==> config.mk <==
export PLATFORM = sky130hd
export DESIGN_NAME = cross_bar_arbiter
export DESIGN_NICKNAME = d
export VERILOG_FILES = /design/src/rtl/cross_bar_arbiter.sv
export SDC_FILE = /design/constraint.sdc
export NUM_CORES = 1
export LEC_CHECK = 0
export ABC_AREA = 1
export BUFFER_PORTS_ARGS = -buffer_cell sky130_fd_sc_hd__buf_2
export CAP_MARGIN = 20
export CORE_MARGIN = 5
export CORE_UTILIZATION = 45
export CTS_BUF_LIST = sky130_fd_sc_hd__clkbuf_4
export CTS_CLUSTER_SIZE = 12
export DETAILED_ROUTE_END_ITERATION = 16
export PLACE_DENSITY = 0.81
export SLEW_MARGIN = 20
export SYNTH_ARGS = -nofsm -noshare
export SYNTH_HDL_FRONTEND = slang
export SYNTH_SLANG_ARGS = --single-unit
==> constraint.sdc <==
create_clock -name clk -period 2.8 [get_ports clk]
set_clock_uncertainty 0.15 [all_clocks]
set_input_delay 0.28 -clock clk [delete_from_list [all_inputs] [get_ports clk]]
set_output_delay 0.28 -clock clk [all_outputs]
set_load 0.01 [all_outputs]
==> src/rtl/cross_bar_arbiter.sv <==
// Per-slave round-robin arbiter driving the crossbar mux select codes.
// Each slave is owned by at most one master until ack or request drop.
module cross_bar_arbiter #(
  parameter int unsigned MASTER_N = 4,
  parameter int unsigned SLAVE_N  = 4,
  parameter int unsigned ADDR_W   = 32,
  localparam int unsigned SEL_W   = $clog2(SLAVE_N),
  localparam int unsigned MNUM_W  = $clog2(MASTER_N + 1),
  localparam int unsigned SNUM_W  = $clog2(SLAVE_N + 1)
) (
  input  logic                               clk,
  input  logic                               aresetn,
  input  logic [MASTER_N:1]                  master_req,
  input  logic [MASTER_N:1][ADDR_W-1:0]      master_addr,
  input  logic [SLAVE_N:1]                   slave_ack,
  output logic [SLAVE_N:1][MNUM_W-1:0]       slave_mux,
  output logic [MASTER_N:1][SNUM_W-1:0]      master_mux
);

  typedef enum logic {ST_IDLE, ST_BUSY} state_e;

  state_e                         state_q [SLAVE_N:1];
  state_e                         state_d [SLAVE_N:1];
  logic [SLAVE_N:1][MNUM_W-1:0]   slave_mux_q, slave_mux_d;
  logic [SLAVE_N:1][MNUM_W-1:0]   last_q, last_d;
  logic [MASTER_N:1][SNUM_W-1:0]  master_mux_q, master_mux_d;

  logic [SNUM_W-1:0]              target [MASTER_N:1];
  logic [MASTER_N:1]              cand   [SLAVE_N:1];
  logic [MNUM_W-1:0]              win    [SLAVE_N:1];

  // First set bit of cand scanning last+1, last+2, ... with wrap; 0 if none.
  function automatic logic [MNUM_W-1:0] rr_pick(input logic [MNUM_W-1:0] last,
                                                input logic [MASTER_N:1] c);
    logic [MNUM_W-1:0] w;
    int idx;
    w = '0;
    for (int k = MASTER_N; k >= 1; k--) begin
      idx = ((int'(last) + k - 1) % MASTER_N) + 1;
      if (c[idx]) w = MNUM_W'(idx);
    end
    return w;
  endfunction

  // Address decode and per-slave candidate sets
  always_comb begin
    for (int m = 1; m <= MASTER_N; m++) begin
      target[m] = SNUM_W'(master_addr[m][ADDR_W-1 -: SEL_W]) + SNUM_W'(1);
    end
    for (int s = 1; s <= SLAVE_N; s++) begin
      for (int m = 1; m <= MASTER_N; m++) begin
        cand[s][m] = master_req[m] && (target[m] == SNUM_W'(s));
      end
    end
  end

  always_comb begin
    for (int s = 1; s <= SLAVE_N; s++) begin
      win[s] = rr_pick(last_q[s], cand[s]);
    end
  end

  // Per-slave IDLE/BUSY next-state logic
  always_comb begin
    for (int s = 1; s <= SLAVE_N; s++) begin
      state_d[s]     = state_q[s];
      slave_mux_d[s] = slave_mux_q[s];
      last_d[s]      = last_q[s];
      unique case (state_q[s])
        ST_IDLE: begin
          if (win[s] != '0) begin
            state_d[s]     = ST_BUSY;
            slave_mux_d[s] = win[s];
            last_d[s]      = win[s];
          end
        end
        ST_BUSY: begin
          if (slave_ack[s] || !master_req[slave_mux_q[s]]) begin
            state_d[s]     = ST_IDLE;
            slave_mux_d[s] = '0;
          end
        end
        default: begin
          state_d[s]     = ST_IDLE;
          slave_mux_d[s] = '0;
        end
      endcase
    end
  end

  // Reverse map; descending scan lets the lowest matching slave win
  always_comb begin
    for (int m = 1; m <= MASTER_N; m++) begin
      master_mux_d[m] = '0;
      for (int s = SLAVE_N; s >= 1; s--) begin
        if (slave_mux_d[s] == MNUM_W'(m)) master_mux_d[m] = SNUM_W'(s);
      end
    end
  end

  always_ff @(posedge clk or negedge aresetn) begin
    if (!aresetn) begin
      for (int s = 1; s <= SLAVE_N; s++) begin
        state_q[s]     <= ST_IDLE;
        slave_mux_q[s] <= '0;
        last_q[s]      <= MNUM_W'(MASTER_N);
      end
      master_mux_q <= '0;
    end else begin
      for (int s = 1; s <= SLAVE_N; s++) begin
        state_q[s]     <= state_d[s];
        slave_mux_q[s] <= slave_mux_d[s];
        last_q[s]      <= last_d[s];
      end
      master_mux_q <= master_mux_d;
    end
  end

  assign slave_mux  = slave_mux_q;
  assign master_mux = master_mux_q;

endmodule

* Word level (Yosys, flattened, before mapping)
Cells that the tools add are included.
** Storage, ports and cells
- Memories :: 0
- Latch bits :: 0
- Bits of input ports :: 138
- Memory bits (writable) :: 0
- Bits in read-only memories :: 0
- Output and inout bits :: 24
- Bits in registers :: 36
** Cells by class
- Shifts and indexed selects :: 0
- Multiplexer cells :: 112
- Add/subtract/negate cells :: 52
- Div/mod/pow operators :: 0
- Reduce and logical (&&, ||, !) cells :: 32
- $mul :: 0
- Bitwise operators :: 4
- Magnitude comparators :: 20
- Equality and inequality tests :: 32
** Operators with widths (number)
- 3-bit 2-to-1 mux :: 40
- 3-bit by 4-bit < comparator with 1-bit output (second input constant) :: 20
- 2-bit by 1-bit adder with 3-bit output (second input constant) :: 20
- 1-bit binary-select mux with 3-bit select :: 20
- 3-bit by 2-bit equality test with 1-bit output (second input constant) :: 16
- 1-bit 2-to-1 mux :: 44
- 2-bit by 1-bit subtractor with 2-bit output (second input constant) :: 16
- 3-bit by 1-bit equality test with 1-bit output (second input constant) :: 8
- 3-bit equality test (second input constant) :: 8
- 3-bit one-hot mux with 2 select lines :: 4
- 2-bit by 1-bit adder with 2-bit output (second input constant) :: 8
- 2-bit adder (second input constant) :: 8
- 1-bit logical AND :: 16
- 3-bit nonzero test :: 4
- 1-bit one-hot mux with 2 select lines :: 4
- 2-bit AND reduction :: 4
- 1-bit zero test :: 4
- 1-bit logical OR :: 4
- 1-bit inverter :: 4

* Logic depth before layout (Yosys ltp)
- Word-level depth :: 18
- Mapped depth :: 24
- Depth with buffers taken out :: 21

* Worst setup path after synthesis
OpenSTA, ideal clock, no wires.
- Path type :: reg2reg
- Start :: register last_q[0] (netlist bit)
- End :: register master_mux_q, in the netlist master_mux[11]
- Arrival time :: 2.393 ns
- Stages on the path, launching flop included :: 22
- Path buffers :: 1
- Data required time :: 2.532 ns
- Slack :: 0.140 ns
- Clock period less this slack :: 2.660 ns
- Setup time :: 0.118 ns
- Path through :: dfrtp_1 inv_2 ha_1 buf_2 inv_2 nor2_1 nor2_1 nand2_1 nand2_1 nand2_2 nand2_1 nand2_1 nand2_1 nor2_1 nor2_2 nand2_1 o21bai_2 nand2_1 nand2_2 nand2_1 nor2_2 nor2_1
** RTL lines
- from (decl) :: RTL line 25 : logic [SLAVE_N:1][MNUM_W-1:0] last_q, last_d;
- from (signal, indexed assignment) :: RTL line 106 : last_q[s] <= MNUM_W'(MASTER_N);
- from (signal, indexed assignment) :: RTL line 113 : last_q[s] <= last_d[s];
- to (signal assigned) :: RTL line 115 : master_mux_q <= master_mux_d;
- to (decl) :: RTL line 26 : logic [MASTER_N:1][SNUM_W-1:0] master_mux_q, master_mux_d;

==> impl_metrics.csv <==
group,metric,value,unit
routing,wirelength,9840,um
logic_synthesis,synth_seq_cells,36,
routing,wire_per_inst,13.1,um
clocking,numCtsBuffers,5,
floorplanning,die_y,99.8,um
floorplanning,num_io_pins,162,
final_layout,fillers,714,
timing,min_period,2.66,ns
logic_synthesis,synth_area,3630,sq um
timing,setup_viol,0,
global_routing,grt_max_degree,37,
routing,vias,3953,
floorplanning,die_area,9960,sq um
place,place_hpwl,7440,um
logic_synthesis,ys_seq_area_frac,0.248,
floorplanning,fp.coreArea,7810,sq um
timing,worst_pin_slew,0.806,ns
global_routing,antenna_found_initial,0,
timing,final.setup.tns,0,ns
place,place_area,3950,sq um
timing,timing.fmax,376,MHz
global_routing,grt_first_pass_wirelength,16000,um
min_path,hold_class,"in -> reg",
clocking,path_clk_slew,0.13,ns
routing,postRouteAntennaNets,0,
global_routing,grt_pass1_vias,3604,
timing,slew_headroom,0.463,
logic_synthesis,synth_top_area_share,0.248,
place,place.gp.congestion,0.909,
run_status,status,"finished, final reports clean",
final_layout,final_util,0.540,
logic_synthesis,synth_area_leaders,"dfrtp_1 (25%), nand2_1 (18%), nand3_1 (11%), inv_1 (8.6%), nor2_1 (6.0%)",
clocking,clockBufferDepth,2,
logic_synthesis,synth_nets,744,
routing,vias_per_cell,5.28,
floorplanning,start_util,0.465,
final_layout,n_antenna_cell,0,
routing,drtIter0Drc,227,
logic_synthesis,synth_common_cells,"nand2_1 (172), inv_1 (83), nand3_1 (81), nor2_1 (58), dfrtp_1 (36)",
critical_path,cp.required,2.90,ns
final_layout,design_area,4210,sq um
critical_path,arrival,2.76,ns
clocking,numClockSinks,36,
logic_synthesis,synth_cells,590,
final_layout,nets,800,
logic_synthesis,ys_warn_count,0,
final_layout,drive_gt1_frac,0.232,
floorplanning,fp.dieW,99.8,um
logic_synthesis,async_flop_share,1.00,
critical_path,crit_path_start_kind,"flip-flop",
timing,drv_slew,0,
global_routing,grt.overflow.total,0,
routing,first_pass_iters,5,
clocking,cts_tree,"built",
clocking,cts_root_buffer,"clkbuf_4",
critical_path,worst-path-max-fanout,6,
place,port_buffers,41,
place,dp_slack,0.00688,ns
clocking,cts.htree.levels,2,
timing,min_period_over_period,0.950,
routing,route.detailed.drc,0,
critical_path,critical_path_class,"reg -> reg",
logic_synthesis,synth_most_common_cell,"nand2_1",
logic_synthesis,yosysUniqueCellTypes,34,
run,cap_violations,0,
logic_synthesis,synth_edf_count,0,
final_layout,area_delta_synth_final,16.1,%
timing,hold_viol_final,0,
logic_synthesis,syn_area_per_cell,6.15,sq um
critical_path,endpoint_kind,"flip-flop",
logic_synthesis,synth_largest_area_cell,"dfrtp_1",
logic_synthesis,synth_top_flop_cell,"dfrtp_1",
floorplanning,num_rows,32,
power,cellPowerDensity,1650,nW/um^2
clocking,clk_latency,0.36,ns
global_routing,grt_util_all_layers,0.193,
power,ir_drop,0.867,mV
power,leakage,2.38,nW
timing,worst_slack,0.141,ns
## worst max-delay path, stage by stage, from the launching register on
cell and delay [ns]:
dfrtp_1 0.42, inv_2 0.10, ha_4 0.22, inv_4 0.08
nor2_1 0.06, nor2_2 0.16, nand2_1 0.07, nand2_1 0.07
nand2_2 0.06, nand2_1 0.09, inv_2 0.04, nand2_1 0.06
nand2_1 0.08, a21oi_2 0.21, nand3_1 0.11, nand2_1 0.11
nand2_1 0.08, nand2_2 0.09, nand2_1 0.10, nor2_1 0.13
nor2_2 0.06
## layer usage
metal	vias up	global-route usage	wire length, um
li1	1994	-	-
met1	1803	0.263	4460
met2	136	0.305	4550
met3	20	0.0334	640
met4	0	0.0735	191
met5	-	0	0
## cells in the final DEF, fill, tap and decap left out, types with 4 or more instances in the layout
cell type and count:
a21oi_2 7, o21ai_0 14, nand3_1 79, clkbuf_4 5, nor2_2 11, nand2_1 169
ha_1 12, inv_1 76, buf_2 41, dfrtp_1 36, nor2_1 56, o21ai_1 4
ha_4 4, nand2_2 20, a21oi_1 20, inv_2 15, nand4_1 18, nor2_4 5
buf_4 18, nand3_2 8
## flip-flops by register name, summed over array words and instances (netlist names)
signal / cells
last_q: 8
master_mux: 12
slave_mux: 12
state_q: 4
## cells by family (layout without fill, tap and decap cells)
kind of cell             count (synthesis)  after routing  share of synthesized area
adder cells (fa/ha/maj)                 16             16                     0.0552
AO/OA/AOI/OAI                           56             56                     0.0914
buffers and inverters                  106            163                      0.125
AND/OR/NAND/NOR                        372            372                      0.469
XOR/XNOR                                 4              4                     0.0117
flip-flops                              36             36                      0.248
## where the power goes
part           internal [mW]  switching, mW
registers              0.775          0.174
logic                   2.04           3.68
clock network         0.0987          0.198
total                   2.91           4.05
## through the flow
| step | total power [mW] | hold WS, ns | instances |
|---|---|---|---|
| after CTS | 6.39 | 0.0859 | 742 |
| after global placement | 5.91 | 0.250 | 733 |
| final | 6.96 | 0.0879 | 749 |
| after detailed placement | 6.04 | 0.263 | 733 |
| after global routing | 7.72 | 0.105 | 749 |
| after floorplan | 4.93 | -0.166 | 590 |
## worst paths after layout
check                                            to  depth (start not counted)  slack [ns]                  start
min                            state_q[1]$_DFF_PN0_                          4        0.09           slave_ack[2]
min in group asynchronous  master_mux[11]$_DFF_PN0_                          2        0.37                aresetn
max reg2reg                 master_mux[2]$_DFF_PN0_                         20        0.14  last_q[1]$_DFFE_PN0P_
max in group asynchronous    slave_mux[6]$_DFF_PN0_                          2        1.61                aresetn
max                         master_mux[2]$_DFF_PN0_                         20        0.14  last_q[1]$_DFFE_PN0P_
min reg2reg                 slave_mux[10]$_DFF_PN0_                          3        0.49   state_q[3]$_DFF_PN0_
## layout make-up
cell class	count	area, sq um	area share
multi-input combinational	448	2400	0.571
sequential	36	901	0.214
inverter	95	368	0.0873
timing repair buffer	60	350	0.0832
tap	102	128	0.0303
clock buffer	5	37.5	0.00891
clock inverter	3	23.8	0.00564
## timing repair
item | 4_1_cts | 5_1_grt
buffers inserted | 0 | 7
gates resized for setup | 1 | 30
cloned | 0 | 0
endpoints found under the setup margin | 2 | 12
pin swaps | 0 | 6
hold endpoints to repair | 36 | 0
hold buffers | 1 | 0
(Power assumes the default switching activity.)
